==> src/rtl/write_update_arbiter_if.sv <==
// write_update_arbiter_if
//   Bundles the requester-side and downstream-side handshake signals of the
//   write/update arbiter.
//   slave  : arbiter view (consumes requests, produces the downstream word)
//   master : environment view (requesters plus downstream node-update writer)
//   Requester payloads are packed: slice i = bits [i*W_D +: W_D].
interface write_update_arbiter_if #(
  parameter int W_D     = 32,
  parameter int NUM_REQ = 4
);
  logic [NUM_REQ-1:0]     req_valid;
  logic [NUM_REQ-1:0]     req_ready;
  logic [NUM_REQ*W_D-1:0] req_addr;
  logic [NUM_REQ*W_D-1:0] req_cost;
  logic [NUM_REQ*W_D-1:0] req_parent;
  logic [W_D-1:0]         write_addr;
  logic                   write_valid;
  logic                   write_ready;
  logic [W_D-1:0]         next_cost;
  logic [W_D-1:0]         parent_addr;
  logic                   write_empty;

  modport slave (
    input  req_valid, req_addr, req_cost, req_parent, write_ready, write_empty,
    output req_ready, write_addr, write_valid, next_cost, parent_addr
  );

  modport master (
    output req_valid, req_addr, req_cost, req_parent, write_ready, write_empty,
    input  req_ready, write_addr, write_valid, next_cost, parent_addr
  );
endinterface

==> src/rtl/write_update_arbiter.sv <==
// write_update_arbiter
//   Round-robin arbiter that collects node-update writes from NUM_REQ
//   requesters into a single registered output word for a downstream writer,
//   with a drain handshake for quiescing and a saturating issue counter.
// Ports
//   clk         : single clock, rising edge
//   rst_n       : asynchronous assert, active-low reset
//   bus         : requester and downstream handshakes (slave modport)
//   drain_req   : level request to quiesce
//   drain_done  : high while quiesced
//   issue_count : downstream transfers since reset or clear (saturating)
//   count_clear : synchronous counter clear
//
// state    | meaning
// ---------+-----------------------------------------------------------
// ST_RUN   | normal operation, requests accepted into the output register
// ST_DRAIN | no new accepts; pending word flushes, quiet window counts up
// ST_DONE  | quiesced, drain_done high until drain_req drops
module write_update_arbiter #(
  parameter int W_D     = 32,
  parameter int NUM_REQ = 4,
  parameter int W_CNT   = 32
) (
  input  logic                      clk,
  input  logic                      rst_n,
  write_update_arbiter_if.slave     bus,
  input  logic                      drain_req,
  output logic                      drain_done,
  output logic [W_CNT-1:0]          issue_count,
  input  logic                      count_clear
);

  localparam int PTR_W = (NUM_REQ > 1) ? $clog2(NUM_REQ) : 1;

  typedef enum logic [1:0] {ST_RUN, ST_DRAIN, ST_DONE} state_e;

  state_e             state_q, state_d;
  logic [PTR_W-1:0]   rr_ptr_q, rr_ptr_d;
  logic [W_D-1:0]     addr_q, addr_d;
  logic [W_D-1:0]     cost_q, cost_d;
  logic [W_D-1:0]     parent_q, parent_d;
  logic               valid_q, valid_d;
  logic [1:0]         quiet_q, quiet_d;
  logic [W_CNT-1:0]   cnt_q, cnt_d;

  logic               grant_any;
  logic [PTR_W-1:0]   grant_idx;
  logic               load_en;
  logic               accept;
  logic               xfer;

  // First valid requester at or above rr_ptr, wrapping modulo NUM_REQ.
  always_comb begin
    grant_any = 1'b0;
    grant_idx = '0;
    for (int k = 0; k < NUM_REQ; k++) begin
      logic [PTR_W-1:0] cand;
      cand = PTR_W'((int'(rr_ptr_q) + k) % NUM_REQ);
      if (!grant_any && bus.req_valid[cand]) begin
        grant_any = 1'b1;
        grant_idx = cand;
      end
    end
  end

  // rst_n gates the load enable so req_ready is forced low while reset is held.
  assign load_en = rst_n && (state_q == ST_RUN) && (!valid_q || bus.write_ready);
  assign accept  = load_en && grant_any;
  assign xfer    = valid_q && bus.write_ready;

  always_comb begin
    bus.req_ready = '0;
    for (int i = 0; i < NUM_REQ; i++) begin
      bus.req_ready[i] = accept && (grant_idx == PTR_W'(i));
    end
  end

  always_comb begin
    state_d  = state_q;
    rr_ptr_d = rr_ptr_q;
    addr_d   = addr_q;
    cost_d   = cost_q;
    parent_d = parent_q;
    valid_d  = valid_q;
    quiet_d  = quiet_q;
    cnt_d    = cnt_q;

    if (accept) begin
      valid_d  = 1'b1;
      rr_ptr_d = (int'(grant_idx) == NUM_REQ - 1) ? '0 : grant_idx + 1'b1;
      for (int i = 0; i < NUM_REQ; i++) begin
        if (grant_idx == PTR_W'(i)) begin
          addr_d   = bus.req_addr[i*W_D +: W_D];
          cost_d   = bus.req_cost[i*W_D +: W_D];
          parent_d = bus.req_parent[i*W_D +: W_D];
        end
      end
    end else if (xfer) begin
      valid_d = 1'b0;
    end

    // Quiet window gives the downstream writer time to reflect an enqueue
    // on write_empty before the drain is declared complete.
    if (xfer || state_q == ST_RUN) begin
      quiet_d = 2'd0;
    end else if (state_q == ST_DRAIN && quiet_q != 2'd2) begin
      quiet_d = quiet_q + 2'd1;
    end

    if (count_clear) begin
      cnt_d = xfer ? W_CNT'(1) : '0;
    end else if (xfer && cnt_q != '1) begin
      cnt_d = cnt_q + W_CNT'(1);
    end

    case (state_q)
      ST_RUN: begin
        if (drain_req) state_d = ST_DRAIN;
      end
      ST_DRAIN: begin
        if (!drain_req) begin
          state_d = ST_RUN;
        end else if (!valid_q && bus.write_empty && quiet_q == 2'd2) begin
          state_d = ST_DONE;
        end
      end
      ST_DONE: begin
        if (!drain_req) state_d = ST_RUN;
      end
      default: state_d = ST_RUN;
    endcase
  end

  always_ff @(posedge clk or negedge rst_n) begin
    if (!rst_n) begin
      state_q  <= ST_RUN;
      rr_ptr_q <= '0;
      addr_q   <= '0;
      cost_q   <= '0;
      parent_q <= '0;
      valid_q  <= 1'b0;
      quiet_q  <= 2'd0;
      cnt_q    <= '0;
    end else begin
      state_q  <= state_d;
      rr_ptr_q <= rr_ptr_d;
      addr_q   <= addr_d;
      cost_q   <= cost_d;
      parent_q <= parent_d;
      valid_q  <= valid_d;
      quiet_q  <= quiet_d;
      cnt_q    <= cnt_d;
    end
  end

  assign bus.write_addr  = addr_q;
  assign bus.next_cost   = cost_q;
  assign bus.parent_addr = parent_q;
  assign bus.write_valid = valid_q;
  assign drain_done      = (state_q == ST_DONE);
  assign issue_count     = cnt_q;

endmodule

==> src/flat_wrapper.sv <==
// flat-port wrapper written by rule: the top's interface ports become plain ports
module write_update_arbiter_flat 
#(
  parameter int W_D     = 32,
  parameter int NUM_REQ = 4,
  parameter int W_CNT   = 32
)
  (clk, rst_n, drain_req, drain_done, issue_count, count_clear, bus_req_valid, bus_req_addr, bus_req_cost, bus_req_parent, bus_write_ready, bus_write_empty, bus_req_ready, bus_write_addr, bus_write_valid, bus_next_cost, bus_parent_addr);
  write_update_arbiter_if #(.W_D(W_D), .NUM_REQ(NUM_REQ)) bus_i ();
  input  logic clk;
  input  logic rst_n;
  input  logic drain_req;
  output logic drain_done;
  output logic [W_CNT-1:0] issue_count;
  input  logic count_clear;
  input wire logic [$bits(bus_i.req_valid)-1:0] bus_req_valid;
  input wire logic [$bits(bus_i.req_addr)-1:0] bus_req_addr;
  input wire logic [$bits(bus_i.req_cost)-1:0] bus_req_cost;
  input wire logic [$bits(bus_i.req_parent)-1:0] bus_req_parent;
  input wire logic [$bits(bus_i.write_ready)-1:0] bus_write_ready;
  input wire logic [$bits(bus_i.write_empty)-1:0] bus_write_empty;
  output wire logic [$bits(bus_i.req_ready)-1:0] bus_req_ready;
  output wire logic [$bits(bus_i.write_addr)-1:0] bus_write_addr;
  output wire logic [$bits(bus_i.write_valid)-1:0] bus_write_valid;
  output wire logic [$bits(bus_i.next_cost)-1:0] bus_next_cost;
  output wire logic [$bits(bus_i.parent_addr)-1:0] bus_parent_addr;
  assign bus_i.req_valid = bus_req_valid;
  assign bus_i.req_addr = bus_req_addr;
  assign bus_i.req_cost = bus_req_cost;
  assign bus_i.req_parent = bus_req_parent;
  assign bus_i.write_ready = bus_write_ready;
  assign bus_i.write_empty = bus_write_empty;
  assign bus_req_ready = bus_i.req_ready;
  assign bus_write_addr = bus_i.write_addr;
  assign bus_write_valid = bus_i.write_valid;
  assign bus_next_cost = bus_i.next_cost;
  assign bus_parent_addr = bus_i.parent_addr;
  write_update_arbiter #(.W_D(W_D), .NUM_REQ(NUM_REQ), .W_CNT(W_CNT)) u_core (.clk(clk), .rst_n(rst_n), .bus(bus_i), .drain_req(drain_req), .drain_done(drain_done), .issue_count(issue_count), .count_clear(count_clear));
endmodule
==> config.mk <==
export PLATFORM = sky130hd
export DESIGN_NAME = write_update_arbiter_flat
export DESIGN_NICKNAME = d
export VERILOG_FILES = /design/src/rtl/write_update_arbiter_if.sv /design/src/rtl/write_update_arbiter.sv /design/src/flat_wrapper.sv
export SDC_FILE = /design/constraint.sdc
export NUM_CORES = 1
export LEC_CHECK = 0
export ABC_CLOCK_PERIOD_IN_PS = 3970
export CAP_MARGIN = 30
export CORE_AREA = 8 8 201 203
export DETAILED_ROUTE_END_ITERATION = 6
export DIE_AREA = 0 0 209 211
export MAX_ROUTING_LAYER = met4
export SETUP_SLACK_MARGIN = 0.02
export SLEW_MARGIN = 20
export SYNTH_ARGS = -nofsm -noshare
export SYNTH_HDL_FRONTEND = slang
export SYNTH_SLANG_ARGS = --single-unit
==> constraint.sdc <==
create_clock -name clk -period 3.97 [get_ports clk]
set_clock_uncertainty 0.15 [all_clocks]
set_input_delay 0.794 -clock clk [delete_from_list [all_inputs] [get_ports clk]]
set_output_delay 0.794 -clock clk [all_outputs]
set_load 0.01 [all_outputs]
==> results.md <==
* Met2 wire len at 19900 um
* Type of origin of the critical path: input port
* Most frequent cell after synthesis: sky130_fd_sc_hd__mux2i_1
* Placed wire-length estimate at approximately 31000 um
* Portion of netlist area occupied by mux cells at 23.0%
* Crit path max fanout at 4
* Largest stage delay, worst path at 0.60 ns
* Simple-gate portion of the synthesized area at between 10% and 20%
* Via-per-instance ratio at 4.62
* Top routing layer in use: met4
* Post-route clock period utilization at 95.4%
* Power Internal at between 5 and 6 mW
* Warnings from Yosys at 0
* Net switching power of the design at between 3 and 4 mW
* Count of nets after finishing at between 1500 and 2000
* Hold Slack at about 0.32 ns
* Fill cells at 3764
* Combinational cell fraction of total power at between 50 and 60%
* Total of max-cap violations at 0
* Synth Area in Compound Gates at 16.1%
* 1st-pass router iterations at 5
* Top cell types by occurrence after synthesis: sky130_fd_sc_hd__mux2i_1, sky130_fd_sc_hd__dfrtp_1, sky130_fd_sc_hd__a21oi_1, sky130_fd_sc_hd__nand2_1, sky130_fd_sc_hd__nor2_1
* Switching part of the total at 36.6%
* Initial core utilization at between 20% and 30%
* Setup violators final at 0
* Clk root buf: sky130_fd_sc_hd__clkbuf_16
* Flop and latch count out of synthesis at roughly 140
* Synth Area in Adders at 0.868%
* Ratio of cells with drive above 1 in the final layout at ~5%
* Depth of the worst register-to-register path at 12
* Count of non-filler cells in the finished layout at slightly below 2000
* Combinational family with the most area after synthesis: multiplexers
* EDFF count, synth at 0
* Post-Synth XOR/XNOR Area at 0.101%
* Leak at ~5.8 nW
* Transition time at the pin with the least slew margin at 0.867 ns
* Startpoint of the most critical register-to-register path: u_core.rr_ptr_q[1]
* TritonCTS clock tree: done
* Post-Syn Instances at 994
* Peak supply drop at between 0.2 and 0.3 mV
* Share of the synthesized area in the top cell type at between 30 and 40%
* Final design instance area without fill at approximately 15000 um2
* Worst Slack Setup Final at 0.182 ns
* Critical path arrival at 2.84 ns
* Inserted Diodes at 0
* Clock latency reported for the late side of the worst-skew pair at between 0.4 and 0.5 ns
* Library cells used by synthesis at a little under 50
* Placed instance area at between 10000 and 15000 um2
* Routed length on met1 at approximately 15000 um
* P per Cell Area at ~540 nW/um2
* Time the worst path needs with I/O delays and setup at between 3 and 4 ns
* Outcome: complete, no violations
* Height of the chip at about 210 um
* Cell accounting for the most synthesized area: sky130_fd_sc_hd__dfrtp_1
* Gp weighted congestion at between 0.8 and 0.9
* Area of the mapped netlist at just under 9000 um2
* Overflow after GRT at 0
* Number of nets produced by synthesis at around 1400
* Placed insts at just under 2000
* Total Routing Usage GR at between 10% and 20%
* Global-route wire length before repair at 57000 um
* Hold Violations, Final at 0
* RSZ-0062 raised after global routing: no
* WL per Instance at around 19 um
* Row count at 71
* Ys async rst share at 100%
* Remaining number of nets flagged by the antenna check after routing at 0
* Crit path cell chain: clkdlybuf4s50_1 > inv_1 > a21oi_1 > o221ai_1 > inv_1 > ha_4 > and2_1 > clkdlybuf4s50_1
* Power Total at 8.20 mW
* Top Ports at 528
* Synth Area per Inst at around 8.7 um2
* Number of buffers inserted by post-CTS setup repair at 0
* Vias after detailed routing at slightly above 9000
* Max-slew violation count at 0
* Utilization after layout at between 40% and 50%
* Cell with the largest stage delay on the worst path: sky130_fd_sc_hd__clkdlybuf4s50_1
* Setup TNS after final layout at 0 ns
* Worst endpoint required time at between 3 and 4 ns
* Register-to-register setup slack at around 1.1 ns
* Ranking of synthesized cells by area: sky130_fd_sc_hd__dfrtp_1, sky130_fd_sc_hd__mux2i_1, sky130_fd_sc_hd__a21oi_1
* Post-placement worst setup slack at approximately 0.057 ns
* Part of the total power dissipated in sequential elements at 26.5%
* Buffer levels on the longest clock path at 2
* Area growth syn-to-layout at 75.3%
* Core ar. at 37100 um2
* Path type of the worst setup path: input port to primary output
* Floorplan die area at 44100 um2
* CP endpoint kind: primary output
* Clock Sinks at about 140
* Ys flop type: sky130_fd_sc_hd__dfrtp_1
* Largest net degree at the start of global routing at around 110
* Fraction of power consumed by the clock network at between 20% and 30%
* Initial antenna violation count at 0
* DRC at 0
* Initial DRC count at between 400 and 500
* Die width at between 200 and 250 um
* Reg-to-reg critical path endpoint: u_core.bus.next_cost[23]
* H-tree levels at 4
* Port Buffer Count at 527
* Total Routed Length at ~38000 um
* Worst min-delay path category: input port to asynchronous set/reset pin
* Fmax at 0.264 GHz
* Rel. slew slack at 41.7%
* Clock transition time at the flip-flop clock pins of the worst setup and hold paths at ~0.06 ns
* Number of global-route vias before repair at between 9000 and 10000
* Proportion of synthesized chip area in sequential cells at between 30 and 40%
* Total met3 wirelength after detailed routing at between 2000 and 3000 um
* Number of CTS-inserted buffers at 17
## layout make-up
cell class                 instances  area, um2  area share [%]
timing repair buffer             548       5520            36.4
multi-input combinational        776       4980            32.8
sequential                       135       3380            22.3
tap                              474        593            3.91
clock buffer                      19        453            2.99
clock inverter                    11        196            1.30
inverter                          11       41.3           0.272
## cell usage in the layout (no fill, tap or decap), types with 5 or more instances in the layout
cell type | netlist | final
sky130_fd_sc_hd__nor2b_1 | 6 | 6
sky130_fd_sc_hd__dfrtp_1 | 135 | 135
sky130_fd_sc_hd__nand3_1 | 11 | 11
sky130_fd_sc_hd__clkdlybuf4s50_1 | 0 | 525
sky130_fd_sc_hd__clkbuf_16 | 0 | 17
sky130_fd_sc_hd__nand2_1 | 119 | 119
sky130_fd_sc_hd__nor4_1 | 6 | 6
sky130_fd_sc_hd__o21ai_0 | 103 | 103
sky130_fd_sc_hd__buf_4 | 2 | 14
sky130_fd_sc_hd__o31ai_1 | 14 | 14
sky130_fd_sc_hd__inv_1 | 11 | 11
sky130_fd_sc_hd__nand4_1 | 6 | 6
sky130_fd_sc_hd__nor2_1 | 117 | 117
sky130_fd_sc_hd__mux2i_1 | 192 | 192
sky130_fd_sc_hd__bufinv_16 | 0 | 5
sky130_fd_sc_hd__or4_1 | 13 | 13
sky130_fd_sc_hd__buf_12 | 0 | 7
sky130_fd_sc_hd__and2_1 | 6 | 6
sky130_fd_sc_hd__a21oi_1 | 120 | 120
sky130_fd_sc_hd__or3_1 | 5 | 5
## repair_timing
item | 4_1_cts | 5_1_grt
setup endpoints to repair | 0 | 1
hold buffers | 0 | 0
gates resized for setup | 0 | 1
## worst max-delay path by stage
stage | from | end | slack, ns | cells after the start
floorplan | bus_req_valid[0] | bus_req_ready[3] | 0.43 | 10
global placement | bus_req_valid[0] | bus_req_ready[0] | 0.10 | 9
detailed placement | bus_req_valid[0] | bus_req_ready[0] | 0.06 | 9
CTS | bus_req_valid[0] | bus_req_ready[0] | 0.05 | 9
global route | bus_req_valid[0] | bus_req_ready[1] | 0.03 | 9
finish | bus_req_valid[1] | bus_req_ready[1] | 0.18 | 8
## worst max-delay path, delay by kind of cell
family | cells | cell delay (ns)
compound gates | 2 | 0.28
fa+ha+maj | 1 | 0.15
buf+inv | 4 | 1.38
simple gates | 1 | 0.24
## kinds of logic (layout without fill, tap and decap cells)
group	after synthesis	in the layout
flops	135	135
mux	197	197
xor+xnor	1	1
buf+inv	83	589
simple gates	314	314
compound gates	258	258
fa+ha+maj	6	6
## flip-flops by register name, indices dropped and copies added (netlist names)
register and cells:
u_core.rr_ptr_q 2, u_core.state_q 2, u_core.bus.write_addr 32, u_core.bus.write_valid 1, u_core.issue_count 32, u_core.bus.next_cost 32
u_core.quiet_q 2, u_core.bus.parent_addr 32
## power groups by stage
stage | sequential, mW | clock [mW] | combinational (mW)
final | 2.17 | 1.77 | 4.25
after global routing | 2.25 | 1.89 | 4.67
after CTS | 2.18 | 1.84 | 4.36
after detailed placement | 2.19 | 0 | 4.36
after global placement | 2.18 | 0 | 4.32
after floorplan | 2.40 | 0 | 1.91
## routing by layer
metal,track usage (%),vias up
li1,-,4529
met4,3.65,0
met1,18.9,4261
met3,4.87,19
met5,-,-
met2,30.2,319
Note: power is estimated with default switching activity, not from simulation.
